[config.mk]
export PLATFORM = sky130hd
export DESIGN_NAME = imm_field_decode_stage_flat
export DESIGN_NICKNAME = d
export VERILOG_FILES = /design/src/rtl/imm_field_decode_if.sv /design/src/rtl/imm_field_decode_stage.sv /design/src/flat_wrapper.sv
export SDC_FILE = /design/constraint.sdc
export NUM_CORES = 1
export LEC_CHECK = 0
export BUFFER_PORTS_ARGS = -buffer_cell sky130_fd_sc_hd__buf_2
export CAP_MARGIN = 30
export CORE_MARGIN = 1
export CORE_UTILIZATION = 49
export DETAILED_ROUTE_END_ITERATION = 10
export PLACE_DENSITY_LB_ADDON = 0.15
export SYNTH_ARGS = -nofsm -noshare
export SYNTH_HDL_FRONTEND = slang
export SYNTH_SLANG_ARGS = --single-unit
[constraint.sdc]
create_clock -name clk -period 1.65 [get_ports clk]
set_clock_uncertainty 0.05 [all_clocks]
set_input_delay 0.33 -clock clk [delete_from_list [all_inputs] [get_ports clk]]
set_output_delay 0.33 -clock clk [all_outputs]
set_load 0.02 [all_outputs]
[src/rtl/imm_field_decode_if.sv]
// imm_field_decode_if: upstream/downstream handshake bundle for imm_field_decode_stage; out_illegal exists only with IMM_ILLEGAL_DETECT_EN
interface imm_field_decode_if #(
  parameter int XLEN = 32,
  parameter int IMM_W = 12
);
  logic             in_valid;
  logic             in_ready;
  logic [XLEN-1:0]  in_instr;
  logic [XLEN-1:0]  in_pc;
  logic             out_valid;
  logic             out_ready;
  logic [XLEN-1:0]  out_instr;
  logic [XLEN-1:0]  out_pc;
  logic [IMM_W-1:0] out_imm12;
  logic [1:0]       out_imm_type;
`ifdef IMM_ILLEGAL_DETECT_EN
  logic             out_illegal;
`endif
  modport slave (
    input  in_valid, in_instr, in_pc, out_ready,
    output in_ready, out_valid, out_instr, out_pc, out_imm12, out_imm_type
`ifdef IMM_ILLEGAL_DETECT_EN
    , output out_illegal
`endif
  );
  modport master (
    output in_valid, in_instr, in_pc, out_ready,
    input  in_ready, out_valid, out_instr, out_pc, out_imm12, out_imm_type
`ifdef IMM_ILLEGAL_DETECT_EN
    , input out_illegal
`endif
  );
endinterface

[src/rtl/imm_field_decode_stage.sv]
// imm_field_decode_stage: IF/ID register with 2-entry skid buffer and immediate-format classification; IMM_ILLEGAL_DETECT_EN adds out_illegal
module imm_field_decode_stage #(
  parameter int XLEN = 32,
  parameter int IMM_W = 12
) (
  input  logic clk,
  input  logic rst_n,
  input  logic flush,
  imm_field_decode_if.slave bus
);
  typedef struct packed {
    logic [XLEN-1:0]  instr;
    logic [XLEN-1:0]  pc;
    logic [IMM_W-1:0] imm12;
    logic [1:0]       imm_type;
`ifdef IMM_ILLEGAL_DETECT_EN
    logic             illegal;
`endif
  } ent_t;
  ent_t main_q, skid_q, dec;
  logic main_valid, skid_valid;
  logic [6:0] op;
  logic is_i, is_s, is_b, acc, load_main;
  assign op = bus.in_instr[6:0];
  assign is_i = op == 7'b0010011 || op == 7'b0000011 || op == 7'b1100111;
  assign is_s = op == 7'b0100011;
  assign is_b = op == 7'b1100011;
  assign acc = bus.in_valid & ~skid_valid;
  assign load_main = ~main_valid | bus.out_ready;
  // classify the incoming instruction so the entry is stored already decoded
  always_comb begin
    dec.instr = bus.in_instr;
    dec.pc = bus.in_pc;
    dec.imm_type = is_b ? 2'b11 : is_s ? 2'b10 : is_i ? 2'b01 : 2'b00;
    dec.imm12 = is_i ? bus.in_instr[31:20]
              : is_s ? {bus.in_instr[31:25], bus.in_instr[11:7]}
              : is_b ? {bus.in_instr[31], bus.in_instr[7], bus.in_instr[30:25], bus.in_instr[11:8]}
              : '0;
`ifdef IMM_ILLEGAL_DETECT_EN
    dec.illegal = bus.in_instr[1:0] != 2'b11 || !(op inside {7'b0110111, 7'b0010111, 7'b1101111,
                  7'b1100111, 7'b1100011, 7'b0000011, 7'b0100011, 7'b0010011, 7'b0110011,
                  7'b0001111, 7'b1110011});
`endif
  end
  // main refills from skid first, else from input; skid only catches input while main is stalled
  always_ff @(posedge clk or negedge rst_n) begin
    if (!rst_n) begin
      main_valid <= 1'b0;
      skid_valid <= 1'b0;
      main_q <= '0;
      skid_q <= '0;
    end else if (flush) begin
      main_valid <= 1'b0;
      skid_valid <= 1'b0;
    end else if (load_main) begin
      main_valid <= skid_valid | acc;
      skid_valid <= 1'b0;
      if (skid_valid) main_q <= skid_q;
      else if (acc) main_q <= dec;
    end else if (acc) begin
      skid_valid <= 1'b1;
      skid_q <= dec;
    end
  end
  assign bus.in_ready = ~skid_valid;
  assign bus.out_valid = main_valid;
  assign bus.out_instr = main_q.instr;
  assign bus.out_pc = main_q.pc;
  assign bus.out_imm12 = main_q.imm12;
  assign bus.out_imm_type = main_q.imm_type;
`ifdef IMM_ILLEGAL_DETECT_EN
  assign bus.out_illegal = main_q.illegal;
`endif
endmodule

[src/flat_wrapper.sv]
// flat-port wrapper written by rule: the top's interface ports become plain ports
module imm_field_decode_stage_flat 
#(
  parameter int XLEN = 32,
  parameter int IMM_W = 12
)
  (clk, rst_n, flush, bus_in_valid, bus_in_instr, bus_in_pc, bus_out_ready, bus_in_ready, bus_out_valid, bus_out_instr, bus_out_pc, bus_out_imm12, bus_out_imm_type);
  imm_field_decode_if #(.XLEN(XLEN), .IMM_W(IMM_W)) bus_i ();
  input  logic clk;
  input  logic rst_n;
  input  logic flush;
  input wire logic [$bits(bus_i.in_valid)-1:0] bus_in_valid;
  input wire logic [$bits(bus_i.in_instr)-1:0] bus_in_instr;
  input wire logic [$bits(bus_i.in_pc)-1:0] bus_in_pc;
  input wire logic [$bits(bus_i.out_ready)-1:0] bus_out_ready;
  output wire logic [$bits(bus_i.in_ready)-1:0] bus_in_ready;
  output wire logic [$bits(bus_i.out_valid)-1:0] bus_out_valid;
  output wire logic [$bits(bus_i.out_instr)-1:0] bus_out_instr;
  output wire logic [$bits(bus_i.out_pc)-1:0] bus_out_pc;
  output wire logic [$bits(bus_i.out_imm12)-1:0] bus_out_imm12;
  output wire logic [$bits(bus_i.out_imm_type)-1:0] bus_out_imm_type;
  assign bus_i.in_valid = bus_in_valid;
  assign bus_i.in_instr = bus_in_instr;
  assign bus_i.in_pc = bus_in_pc;
  assign bus_i.out_ready = bus_out_ready;
  assign bus_in_ready = bus_i.in_ready;
  assign bus_out_valid = bus_i.out_valid;
  assign bus_out_instr = bus_i.out_instr;
  assign bus_out_pc = bus_i.out_pc;
  assign bus_out_imm12 = bus_i.out_imm12;
  assign bus_out_imm_type = bus_i.out_imm_type;
  imm_field_decode_stage #(.XLEN(XLEN), .IMM_W(IMM_W)) u_core (.clk(clk), .rst_n(rst_n), .flush(flush), .bus(bus_i));
endmodule
* Word level (Yosys, flattened, before mapping) *
Index checks and enable logic that the tools add are counted.

cells by class
  muxes and demuxes = 13
  reductions and logical operators = 7
  bitwise gates (word level) = 7
  equality and inequality tests = 5

operators with widths
  operator            count
  $mux 78             2
  $mux 12             3
  $eq 7x7->1 const B  2
  $eq 7x2->1 const B  1
  $eq 7x5->1 const B  1
  $eq 7x6->1 const B  1
  $mux 1              6
  $reduce_and 3->1    2
  $mux 2              2
  $not 1->1           4
  $reduce_bool 2->1   2
  $reduce_bool 3->1   1
  $logic_or 1x1->1    2
  $or 1x1->1          2
  $and 1x1->1         1

word-level totals
  output and inout bits = 80
  word-level logic and storage cells = 42
  input bits = 69
  register bits after elaboration = 158

* Depth between registers and ports, before layout *
  depth in word-level cells = 8
  depth in mapped cells = 8
  depth with buffers taken out = 4

* Worst setup path before layout *
No wires, ideal clock.

  path type = register to register
  start = reg u_core.main_valid (netlist: u_core.bus.out_valid)
  end = reg u_core.skid_q[21] (netlist bit)
  path slack = -0.180 ns
  path buffers = 2
  library setup time = 0.125 ns
  data arrival time = 1.655 ns
  stages on the path, launching flop included = 6
  cells stage by stage = dfrtp_1 nor2b_1 nand3_1 clkbuf_1 buf_2 mux2_2

between the ends
  cells in the longest elaborated chain, start to end = 4

ends and longest elaborated chain
  element                            RTL line                      text
  start: declaration                 imm_field_decode_stage.sv:21  logic main_valid, skid_valid;
  start signal: assignment           imm_field_decode_stage.sv:56  main_valid <= skid_valid | acc;
  $not 1->1                          imm_field_decode_stage.sv:29  assign load_main = ~main_valid | bus.out_ready;
  $or 1x1->1                         imm_field_decode_stage.sv:29
  $not 1->1 (no source line)         --
  $reduce_and 3->1 (no source line)  --
  end signal: assignment             imm_field_decode_stage.sv:51  skid_q <= '0;
  end signal: assignment             imm_field_decode_stage.sv:62  skid_q <= dec;
  end: declaration                   imm_field_decode_stage.sv:20  ent_t main_q, skid_q, dec;

No other way between the ends.
A chain may end at the register's enable or synchronous reset.

* Final worst setup path *
  start = reg u_core.skid_valid
  end = reg u_core.main_q, in the netlist u_core.bus.out_imm12[6]

between the ends
  cells in the longest elaborated chain, start to end = 4
  elaborated cells between the ends (all ways) = 5

ends and longest elaborated chain
  element                             RTL line                      text
  start: declaration                  imm_field_decode_stage.sv:21
  start signal: assignment            imm_field_decode_stage.sv:49  skid_valid <= 1'b0;
  start signal: assignment            imm_field_decode_stage.sv:54  skid_valid <= 1'b0;
  start signal: assignment            imm_field_decode_stage.sv:57  skid_valid <= 1'b0;
  $not 1->1                           imm_field_decode_stage.sv:28  assign acc = bus.in_valid & ~skid_valid;
  $and 1x1->1                         imm_field_decode_stage.sv:28
  $reduce_bool 2->1 (no source line)  --
  $reduce_and 3->1 (no source line)   --
  end signal: assignment              imm_field_decode_stage.sv:58  if (skid_valid) main_q <= skid_q;
  end: declaration                    imm_field_decode_stage.sv:20

Several ways; a longest one is shown, not always the timed one.

==> flow_metrics.env <==
export IMPL_path_max_fanout=9
export IMPL_grt_total_usage_pct=24.17
export IMPL_synth_enable_flop_cells=0
export IMPL_final_hold_violation_count=0
export IMPL_crit_arrival_ns=1.94
export IMPL_drc=0
export IMPL_detail_route_antenna_nets=0
export IMPL_synthesis_to_finish_area_growth_pct=34.44
export IMPL_post_route_cells_drive_above_1_share_pct=40.77
export IMPL_first_global_vias=5415
export IMPL_post_dp_hpwl_um=11440
export IMPL_cts_buffers=17
export IMPL_die_height_um=121.3
export IMPL_largest_net_degree_at_the_start_of_global_routing=55
export IMPL_violations="negative setup slack"
export IMPL_route_vias_total=5520
export IMPL_timing_final_crit_period_ns=1.694
export IMPL_gp_congestion=0.8571
export IMPL_synthesis_area_per_instance_sq_um=11.08
export IMPL_run_status="finished with violations"
export IMPL_synth_nets=699
export IMPL_worst_pin_slew_ns=0.6188
export IMPL_initial_utilization_pct=50.28
export IMPL_antenna_violations_before_repair=0
export IMPL_timing_max_transition_violations_final=0
export IMPL_cp_required_ns=1.89
export IMPL_clk_root_buffer_cell="clkbuf_16"
export IMPL_totalNegativeSetupSlack_ns=-0.2095
export IMPL_grt_setup_unrepaired="yes"
export IMPL_placement_io_buffers=148
export IMPL_cp_startpoint="u_core.skid_valid"
export IMPL_clockBufferDepth=2
export IMPL_finalHoldWorstSlack_ns=0.1011
export IMPL_synth_distinct_cells=32
export IMPL_layout_nets=885
export IMPL_start_kind="flip-flop"
export IMPL_final_fill_count=1085
export IMPL_design_die_area_sq_um=14720
export IMPL_core_region_area_sq_um=13880
export IMPL_post_drt_wl_per_cell_um=18.19
export IMPL_cts_tree="built"
export IMPL_final_setup_worst_slack_ns=-0.04398
export IMPL_synth_cells=630
export IMPL_yosys_most_used_dff="dfrtp_1"
export IMPL_cells_taking_the_most_area_after_synthesis="dfrtp_1, mux2i_1, mux2_2, o21ai_0, nand2_1"
export IMPL_synth_ff_latch_count=158
export IMPL_synth_top_cells_by_count="dfrtp_1, nand2_1, o21ai_0"
export IMPL_wirelength_um=18350
export IMPL_drt_iter0_drc=255
export IMPL_ys_seq_area_share_pct=56.65
export IMPL_post_synth_top_count_cell="dfrtp_1"
export IMPL_synth_area_leader_cell="dfrtp_1"
export IMPL_cts_max_level=4
export IMPL_p_leak_nw=4.388
export IMPL_layout_worst_path_cycle_share_pct=102.7
export IMPL_top_level_ports=149
export IMPL_grt_pass1_wl_um=27130
export IMPL_mappedNetlistArea_sq_um=6979
export IMPL_worst_r2r_startpoint="u_core.skid_valid"
export IMPL_clock_fmax_mhz=590.3
export IMPL_drt_vias_per_instance=5.471
export IMPL_overflow=0
export IMPL_path_class="reg2reg"
export IMPL_synthArstFlopShare_pct=100.0
export IMPL_pwr_density_cell_nw_per_um2=1191
export IMPL_top_area_cell_type_share_of_the_netlist_area_pct=56.65
export IMPL_irDropWorstVdd_v=0.0008227
export IMPL_placementRows=43
export IMPL_timing_slew_headroom_pct=57.68
export IMPL_hold_start="bus_in_pc[23]"
export IMPL_antennaDiodeCount=0
export IMPL_cts_reportedPaths_clkPinSlew_ns=0.06
export IMPL_end_kind="flip-flop"
export IMPL_hold_class="in2reg"
export IMPL_synth_warning_count=0
export IMPL_clk_latency_ns=0.42
export IMPL_maxCapViolations=0
export IMPL_final_setup_viol_count=11
export IMPL_detailedRoute_firstPassIterationCount=5
export IMPL_die_width_um=121.3
export IMPL_clkSinkCount=158
## metrics by stage
stage	area, sq um	setup WS (ns)	cells	util (%)	power (mW)
after floorplan	7036	-0.03114	630	-	6.072
after global placement	8222	0.07258	952	59.23	6.770
after detailed placement	8222	0.01017	952	59.23	6.893
after CTS	8979	0.002635	992	64.68	11.08
after global routing	9383	-0.08006	1009	67.60	11.67
final	9383	-0.04398	1009	67.60	11.18
## worst max-delay path, stage by stage, from the launching register on
cell and delay, ns:
dfrtp_4 0.47, buf_6 0.12, nor2_4 0.05, or3_4 0.49, buf_12 0.19, a21oi_2 0.10, a21oi_1 0.09
## state kept, by name, summed over array words and instances (netlist names)
signal and count:
u_core.skid_valid 1, u_core.bus.out_instr 32, u_core.bus.out_valid 1, u_core.bus.out_imm12 12, u_core.bus.out_pc 32, u_core.skid_q 78, u_core.bus.out_imm_type 2
## final cells by class
| type | instances | area [sq um] | share of cell area, % |
|---|---|---|---|
| Sequential cell | 158 | 3959 | 42.19 |
| Clock inverter | 10 | 160.2 | 1.707 |
| Multi-Input combinational cell | 415 | 2953 | 31.47 |
| Inverter | 13 | 48.80 | 0.5201 |
| Clock buffer | 22 | 474.2 | 5.054 |
| Tap cell | 180 | 225.2 | 2.400 |
| Timing Repair Buffer | 211 | 1563 | 16.66 |
## cells by family after synthesis
group	count (synthesis)	share of synthesized area (%)
buffers and inverters	59	3.639
AOI/OAI and AO/OA	143	11.87
DFF	158	56.65
muxes	128	19.29
and+or+nand+nor	142	8.551
## placed cells by master (no fill, tap or decap), types with 2 or more instances in the layout
| master | n |
|---|---|
| clkinv_2 | 2 |
| o21ai_1 | 46 |
| nand3b_1 | 2 |
| mux2i_2 | 3 |
| buf_16 | 2 |
| a21oi_1 | 9 |
| o31ai_1 | 7 |
| nand2b_1 | 2 |
| nand2_1 | 79 |
| buf_4 | 35 |
| o21ai_2 | 5 |
| dfrtp_1 | 156 |
| o41ai_2 | 5 |
| o21ai_0 | 48 |
| inv_1 | 12 |
| clkbuf_8 | 3 |
| nand2_2 | 15 |
| a2111oi_0 | 6 |
| buf_2 | 146 |
| buf_12 | 7 |
| a21oi_2 | 7 |
| bufinv_16 | 4 |
| buf_6 | 11 |
| nor3_1 | 9 |
| and3b_1 | 2 |
| clkbuf_16 | 24 |
| clkbuf_1 | 2 |
| nor2_1 | 21 |
| clkinvlp_4 | 4 |
| or3_4 | 3 |
| and2_1 | 5 |
| a2bb2oi_1 | 5 |
| mux2_2 | 52 |
| bufbuf_16 | 2 |
| mux2i_1 | 73 |
## power by group
| part | switching [mW] | internal (mW) | leakage [nW] | total [mW] |
|---|---|---|---|---|
| registers | 0.376 | 4.57 | 1.98 | 4.94 |
| logic | 1.16 | 0.918 | 2.11 | 2.08 |
| clock network | 1.51 | 2.65 | 0.298 | 4.16 |
## timing repair
item,4_1_cts,5_1_grt
setup buffers,5,6
endpoints found under the setup margin,1,84
pin swaps,0,3
hold buffers,1,0
gates resized for setup,3,75
gates cloned,2,12
hold endpoints to repair,35,0
## per-layer routing
layer  up-vias  global-route usage (%)  part of all wire [%]
li1       2588                       -                     -
met4         0                   8.642                   1.5
met2       149                   39.70                    49
met5         -                       0                     0
met1      2762                   30.74                    44
met3        21                   6.250                   5.0
## path summary, 6_finish.rpt
path / end / slack [ns] / cells after the start
min reg2reg: u_core.bus.out_instr[12] / 0.43 / 2
min: u_core.skid_q[37] / 0.10 / 2
min in group asynchronous: u_core.bus.out_instr[16] / 0.35 / 2
max reg2reg: u_core.bus.out_imm12[6] / -0.04 / 6
max in group asynchronous: u_core.skid_q[49] / 0.60 / 3
max: u_core.bus.out_imm12[6] / -0.04 / 6
Note: power is estimated with default switching activity, not from simulation.
